### src/rtl/jdrosent_debounce.sv
// Six-channel two-flop synchronizer and counter-based debouncer.
// Outputs the debounced levels, a one-cycle change strobe and a busy flag.
module jdrosent_debounce #(
  parameter int STABLE_CYCLES = 8
) (
  input  logic [7:0] io_i,
  output logic [7:0] io_o
);

  localparam logic [3:0] LAST_COUNT = 4'(STABLE_CYCLES - 1);

  logic       clk;
  logic       rst;
  logic [5:0] raw;

  assign clk = io_i[0];
  assign rst = io_i[1];
  assign raw = io_i[7:2];

  logic [5:0]      s1_q, s1_d;
  logic [5:0]      s2_q, s2_d;
  logic [5:0]      db_q, db_d;
  logic [5:0][3:0] cnt_q, cnt_d;
  logic            chg_q, chg_d;
  logic [5:0]      flip;

  // A differing level restarts from zero whenever s2 falls back to db.
  always_comb begin
    s1_d  = raw;
    s2_d  = s1_q;
    db_d  = db_q;
    cnt_d = cnt_q;
    flip  = '0;
    for (int c = 0; c < 6; c++) begin
      if (s2_q[c] == db_q[c]) begin
        cnt_d[c] = 4'd0;
      end else if (cnt_q[c] == LAST_COUNT) begin
        db_d[c]  = s2_q[c];
        cnt_d[c] = 4'd0;
        flip[c]  = 1'b1;
      end else begin
        cnt_d[c] = cnt_q[c] + 4'd1;
      end
    end
    chg_d = |flip;
  end

  always_ff @(posedge clk or posedge rst) begin
    if (rst) begin
      s1_q  <= '0;
      s2_q  <= '0;
      db_q  <= '0;
      cnt_q <= '0;
      chg_q <= 1'b0;
    end else begin
      s1_q  <= s1_d;
      s2_q  <= s2_d;
      db_q  <= db_d;
      cnt_q <= cnt_d;
      chg_q <= chg_d;
    end
  end

  assign io_o = {|(s2_q ^ db_q), chg_q, db_q};

endmodule

### config.mk
export PLATFORM = sky130hd
export DESIGN_NAME = jdrosent_debounce
export DESIGN_NICKNAME = d
export VERILOG_FILES = /design/src/rtl/jdrosent_debounce.sv
export SDC_FILE = /design/constraint.sdc
export NUM_CORES = 1
export LEC_CHECK = 0
export ABC_AREA = 1
export ABC_CLOCK_PERIOD_IN_PS = 1700
export BUFFER_PORTS_ARGS = -buffer_cell sky130_fd_sc_hd__buf_2
export CORE_AREA = 2 2 61 63
export CTS_CLUSTER_SIZE = 12
export DETAILED_ROUTE_END_ITERATION = 8
export DIE_AREA = 0 0 63 65
export GPL_TIMING_DRIVEN = 0
export PLACE_DENSITY = 0.7
export SLEW_MARGIN = 20
export SYNTH_ARGS = -nofsm -noshare
export SYNTH_HDL_FRONTEND = slang
export SYNTH_SLANG_ARGS = --single-unit
### constraint.sdc
create_clock -name io_i -period 1.7 [get_ports io_i]
set_clock_uncertainty 0.2 [all_clocks]
set_input_delay 0.085 -clock io_i [delete_from_list [all_inputs] [get_ports io_i]]
set_output_delay 0.085 -clock io_i [all_outputs]
set_load 0.01 [all_outputs]
==> flow_summary.toml, run 1 <==
[status]
status = "complete, but fails checks"
failing_checks = "negative hold slack"

[drt]
drt_first_pass_iters = 5
wire_per_inst_um = 11.44
via_count_of_the_routed_design = 1353
route.final.wire_length_mm = 3.318
route.detailed.drc = 0
drtAntennaViolNets = 0
detail_route.iter0.violations = 42
viasPerCell = 4.666

[setup_path]
setup.worst_path.class = "reg -> out"
critical_path.cell_chain = "xor2_2 -> nor3_2 -> nand2_1 -> buf_2"
cp-end-kind = "output pin"
cpLargestDelayFamily = "flip-flops"
r2r_setup_slack_ns = 0.21
critPathRequiredTime_ns = 1.41
worst-path-max-fanout = 5
worstPathArrival_ns = 1.37
worst-path-buf-inv = 1
largest_stage_delay_on_the_critical_path_ns = 0.43
ff2ff_path_depth = 7
reg2reg_from = "cnt_q[12]$_DFF_PP0_"
worst_path_max_delay_cell = "sky130_fd_sc_hd__dfrtp_1"
r2r_end = "chg_q$_DFF_PP0_"
cp-start-kind = "flip-flop"

[timing]
setup-violations-final = 0
hold_violations = 6
unrepaired_setup_endpoints_after_global_routing = "true"
worst_slew_margin_rel_pct = 75.15
finalCritPeriodShare_pct = 97.38
fin_setup_tns_ns = 0
achievable-frequency_ghz = 0.6041
finalWorstPathRequiredPeriod_ns = 1.655
worst-slew-pin-transition_ns = 0.3728
worst_hold_slack_ns = -0.5271
final-max-slew-violation-count = 0

[finish]
nets = 253
cell_area_after_layout_um2 = 2337
final_core_util_pct = 66.86
antenna_cells = 0
stdcell_count = 290
areaGrowthSynthToFinish_pct = 35.26
final_layout_size_suffix_gt1_share_pct = 36.36

[logic_synthesis]
synth_seq_area_share_pct = 62.27
synth_cell_types = 18
synth.cells.most_frequent = "44 x sky130_fd_sc_hd__nand2_1, 43 x sky130_fd_sc_hd__dfrtp_1, 26 x sky130_fd_sc_hd__nor2_1"
synth.avg_cell_area_um2 = 9.988
synth_top_cell_by_area = "sky130_fd_sc_hd__dfrtp_1"
warnings_synthesis = 0
synth.ff_latch_count = 43
syn_area_um2 = 1728
cells_after_synthesis = 173
synth.net_count = 187
synth_edf_count = 0
synth_top_cells_by_area = "sky130_fd_sc_hd__dfrtp_1 62%, sky130_fd_sc_hd__nand2_1 9.6%, sky130_fd_sc_hd__nor2_1 5.6%"
synth_most_common_cell = "sky130_fd_sc_hd__nand2_1"
synthDominantCellAreaShare_pct = 62.27
postSynth.topFlopCell = "sky130_fd_sc_hd__dfrtp_1"
synth-async-reset-ratio_pct = 100.0

[floorplanning]
initial_cell_density_of_the_core_pct = 49.43
coreArea_um2 = 3496
die_ht_um = 65
fp-row-count = 22
die_area_um2 = 4095
io-pin-count = 16
die_w_um = 63

[pwr]
power.static_leakage_nw = 0.9729
pwr_density_cell_nw_per_um2 = 1421
power.ir.vdd_worst_mv = 1.201

[place]
placement.cell_area_um2 = 1832
count_of_input_and_output_buffers = 8
dpl.cell_count = 229
place.gp.congestion = 0.7115
dp_hpwl_mm = 1.907

[flow_run]
max_cap_viol_count = 0

[clock_tree]
worstSkewPairLatency_ns = 0.34
cts_tree = "done"
path_clk_slew_ns = 0.12

[global_route]
pin_count_of_the_biggest_net_entering_global_routing = 13
aggregate_global_route_resource_usage_pct = 20.26
antenna_violations_before_repair = 0
first_pass_grt_wire_length_mm = 5.844
first_global_vias = 1664
grt_remaining_overflow = 0

[worst_hold_path]
hold_path.class = "clk -> reg"
hold_path_depth = 0
min_from = "io_i[2]"
worst_hold_path.endpoint = "s1_q[0]$_DFF_PP0_"
-- power by group --
part	internal, W	leakage, nW	switching [W]	total [W]
Combinational	0	0.301	0	0.000000000301
Clock	0.000654	0.0685	0.00165	0.00230
Sequential	0.00102	0.603	0	0.00102
Total	0.00168	0.973	0.00165	0.00332
-- worst max path at each step --
| stage | from | end | cells past startpoint |
|---|---|---|---|
| after floorplan | io_i[1] | chg_q$_DFF_PP0_ | 1 |
| after global placement | io_i[1] | chg_q$_DFF_PP0_ | 1 |
| after detailed placement | io_i[1] | chg_q$_DFF_PP0_ | 1 |
| after CTS | db_q[0]$_DFFE_PP0P_ | io_o[7] | 6 |
| after global routing | s2_q[0]$_DFF_PP0_ | io_o[7] | 6 |
| final | db_q[4]$_DFFE_PP0P_ | io_o[7] | 4 |
-- sequential cells by signal, summed over array words and instances, names as in the netlist --
name	flops
db_q	6
cnt_q	24
s2_q	6
s1_q	6
chg_q	1
-- layer usage --
layer	share of wire [%]	global-route usage, %	vias up
met2	51	26.06	24
met3	5.2	16.49	10
met5	0	1.389	-
li1	-	-	672
met1	40	16.24	647
met4	3.6	27.50	0
-- cell usage in the layout, fill, tap and decap left out, types with 8 or more instances in the layout --
cell type                    Yosys  layout
sky130_fd_sc_hd__nand2_2         0       8
sky130_fd_sc_hd__buf_2           0       8
sky130_fd_sc_hd__clkinvlp_4      0      44
sky130_fd_sc_hd__inv_1          19      16
sky130_fd_sc_hd__o21ai_0         8       8
sky130_fd_sc_hd__nand2_1        44      34
sky130_fd_sc_hd__nor2_1         26      26
sky130_fd_sc_hd__dfrtp_1        43      43
sky130_fd_sc_hd__clkbuf_4        0      10
-- through the flow --
stage                     setup slack [ns]  total power (W)
after floorplan                     0.2577         0.001356
after detailed placement            0.2577         0.001356
after global routing              -0.05049         0.003623
after global placement              0.2577         0.001356
after CTS                         0.006860         0.003437
final                              0.04459         0.003321
-- final cells by class --
type | instances | area, um^2
sequential | 43 | 1076
multi-input combinational | 109 | 614.3
buffer | 1 | 7.507
inverter | 19 | 71.32
clock inverter | 46 | 355.3
clock buffer | 12 | 82.58
tap | 48 | 60.06
fill | 295 | 1159
timing repair buffer | 12 | 70.07
-- logic make-up after synthesis --
logic type | Yosys count | synth area share, %
AO/OA/AOI/OAI | 15 | 4.996
buffers and inverters | 21 | 4.779
XOR/XNOR | 8 | 4.924
AND/OR/NAND/NOR | 80 | 18.68
adder cells (fa/ha/maj) | 6 | 4.345
flip-flops | 43 | 62.27
-- timing repair --
action	CTS	global route
hold buffers	0	0
buffers inserted	1	3
pin swaps	0	2
endpoints found under the setup margin	1	1
gates resized for setup	2	14
(Power assumes the default switching activity.)
==> inputs of run 2 (changes only) <==
ABC_AREA = 0   (was 1)
PLACE_DENSITY = 0.69   (was 0.7)
==> run 2 against run 1 <==
  * Flip-flop and latch count is the same
  * Utilization rose by 0.54 points
  * Count of clock-buffer cells in the layout unchanged
  * The flow finishes with violations (negative hold slack, negative setup slack)
  * Via count fell by 10%
  * Global-route usage shrank 1.4 points
  * Worst hold slack got worse by 0.0012 ns
==> flow_summary.toml, run 2 <==
[logic_synthesis]
synth_most_common_cell = "sky130_fd_sc_hd__dfrtp_1"
postSynth.topFlopCell = "sky130_fd_sc_hd__dfrtp_1"
synthDominantCellAreaShare_pct = 62.41
synth_edf_count = 0
cells_after_synthesis = 129
synth.avg_cell_area_um2 = 13.37
synth.ff_latch_count = 43
synth-async-reset-ratio_pct = 100.0
synth_seq_area_share_pct = 62.41
syn_area_um2 = 1724
synth.net_count = 143
synth_cell_types = 22
warnings_synthesis = 0
synth_top_cell_by_area = "sky130_fd_sc_hd__dfrtp_1"
synth.cells.most_frequent = "43 x sky130_fd_sc_hd__dfrtp_1, 23 x sky130_fd_sc_hd__nor2_1, 7 x sky130_fd_sc_hd__nand3_1"
synth_top_cells_by_area = "sky130_fd_sc_hd__dfrtp_1 62%, sky130_fd_sc_hd__nor2_1 5.0%, sky130_fd_sc_hd__xnor2_2 4.7%"

[floorplanning]
initial_cell_density_of_the_core_pct = 49.32
die_w_um = 63
coreArea_um2 = 3496
die_area_um2 = 4095
fp-row-count = 22
io-pin-count = 16
die_ht_um = 65

[timing]
finalWorstPathRequiredPeriod_ns = 1.749
final-max-slew-violation-count = 0
worst-slew-pin-transition_ns = 0.3727
achievable-frequency_ghz = 0.5717
unrepaired_setup_endpoints_after_global_routing = "true"
worst_hold_slack_ns = -0.5283
hold_violations = 6
finalCritPeriodShare_pct = 102.9
final_critical_path_setup_slack_ns = -0.04916
worst_slew_margin_rel_pct = 75.15
setup-violations-final = 1

[setup_path]
cpLargestDelayFamily = "flip-flops"
largest_stage_delay_on_the_critical_path_ns = 0.42
critical_path.cell_chain = "xnor2_2 -> and4_4 -> nand3_2 -> buf_6"
r2r_setup_slack_ns = 0.02
worst_path_max_delay_cell = "sky130_fd_sc_hd__dfrtp_1"
worst-path-max-fanout = 2
setup.worst_path.class = "reg -> out"
cp-start-kind = "flip-flop"
worst-path-buf-inv = 1
cp-end-kind = "output pin"
r2r_end = "chg_q$_DFF_PP0_"
reg2reg_from = "s2_q[3]$_DFF_PP0_"
ff2ff_path_depth = 4
critPathRequiredTime_ns = 1.41
worstPathArrival_ns = 1.46

[global_route]
antenna_violations_before_repair = 0
pin_count_of_the_biggest_net_entering_global_routing = 13
grt_remaining_overflow = 0
first_pass_grt_wire_length_mm = 5.533
aggregate_global_route_resource_usage_pct = 18.89
first_global_vias = 1563

[finish]
final_core_util_pct = 67.39
mostFrequentLayoutCell = "sky130_fd_sc_hd__clkinvlp_4"
area_of_combinational_cells_with_multiple_inputs_um2 = 650.6
most-common-layout-cells = "44 x sky130_fd_sc_hd__clkinvlp_4, 43 x sky130_fd_sc_hd__dfrtp_1, 23 x sky130_fd_sc_hd__nor2_1"
antenna_cells = 0
areaGrowthSynthToFinish_pct = 36.65
final_layout_size_suffix_gt1_share_pct = 44.88
sequential_cell_area_um2 = 1076
top_register = "cnt_q"
largest_reg_flops = 24
stdcell_count = 253
nets = 215
fill_cell_count = 270

[place]
place.gp.congestion = 0.7305
count_of_input_and_output_buffers = 8
dp_hpwl_mm = 1.734
dpl_worst_slack_ns = 0.02738
dpl.cell_count = 185

[drt]
via_count_of_the_routed_design = 1213
route.detailed.drc = 0
detail_route.iter0.violations = 44
wire_per_inst_um = 12.29
drt_first_pass_iters = 4
route.final.wire_length_mm = 3.109
viasPerCell = 4.794
drtAntennaViolNets = 0

[pwr]
comb_power_share_pct = 0
cellInternalPower_w = 0.001677
power.ir.vdd_worst_mv = 1.169
total_switching_power_w = 0.001659
sw_frac_of_total_pct = 49.73
pwr_density_cell_nw_per_um2 = 1416
pwr-share-seq_pct = 30.6
pwr-share-clk_pct = 69.4
power.static_leakage_nw = 0.9627

[worst_hold_path]
min_from = "io_i[5]"
worst_hold_path.endpoint = "s1_q[3]$_DFF_PP0_"
hold_path.class = "clk -> reg"
hold_path_depth = 0

[clock_tree]
path_clk_slew_ns = 0.12
worstSkewPairLatency_ns = 0.34
cts_tree = "done"
cts_hold_buf = 0

[status]
failing_checks = "negative hold slack, negative setup slack"
status = "complete, but fails checks"

[flow_run]
max_cap_viol_count = 0
[run 2: worst max path at each step]
| stage | from | end | slack, ns | depth (start not counted) |
|---|---|---|---|---|
| 2_1_floorplan | cnt_q[20]$_DFF_PP0_ | chg_q$_DFF_PP0_ | 0.12 | 4 |
| 3_3_place_gp | cnt_q[20]$_DFF_PP0_ | chg_q$_DFF_PP0_ | 0.04 | 4 |
| 3_5_place_dp | cnt_q[20]$_DFF_PP0_ | chg_q$_DFF_PP0_ | 0.03 | 4 |
| 4_1_cts | s2_q[3]$_DFF_PP0_ | io_o[7] | -0.06 | 4 |
| 5_1_grt | db_q[0]$_DFFE_PP0P_ | io_o[7] | -0.13 | 4 |
| 6_report | s2_q[3]$_DFF_PP0_ | io_o[7] | -0.05 | 4 |
[run 2: area by class of cell]
type | count | area share, %
flip-flops and latches | 43 | 45.67
multi-input cells | 84 | 27.62
clock inverters | 47 | 15.19
repair buffers | 18 | 5.151
clock buffers | 12 | 3.505
well taps | 48 | 2.549
plain buffers | 1 | 0.3186
[run 2: metrics by stage]
step | total power (W) | setup TNS [ns] | hold slack, ns | cell area (um^2)
global placement | 0.001356 | 0 | -0.1686 | 1828
floorplan | 0.001356 | 0 | -0.1686 | 1728
finish | 0.003337 | -0.04916 | -0.5283 | 2356
CTS | 0.003452 | -0.05543 | -0.5429 | 2311
detailed placement | 0.001356 | 0 | -0.1686 | 1828
global route | 0.003674 | -0.1668 | -0.5660 | 2356
[run 2: layer usage]
metal  GRT usage [%]  part of all wire (%)  up-vias
met5               0                     0        -
met2           23.67                    48       30
li1                -                     -      581
met1           15.80                    42      585
met4           25.28                   4.5        0
met3           15.63                   6.1       17
[run 2: power groups by stage]
stage / clock network (W) / logic [W] / registers, W
floorplan: 0.000308 / 0.000000000188 / 0.00105
CTS: 0.00243 / 0.000000000261 / 0.00102
finish: 0.00232 / 0.000000000289 / 0.00102
global placement: 0.000308 / 0.000000000233 / 0.00105
detailed placement: 0.000308 / 0.000000000233 / 0.00105
global route: 0.00265 / 0.000000000289 / 0.00102
[run 2: logic make-up after synthesis]
logic type      synth area share [%]
compound gates                 1.016
xor+xnor                       9.362
buf+inv                       0.6531
flops                          62.41
fa+ha+maj                      4.354
mux                            7.402
simple gates                   14.80
[run 2: timing repair]
action | CTS | global route
pin swaps | 5 | 0
gates resized for setup | 3 | 1
endpoints found under the hold margin | 0 | 0
setup buffers | 5 | 5
endpoints found under the setup margin | 1 | 2
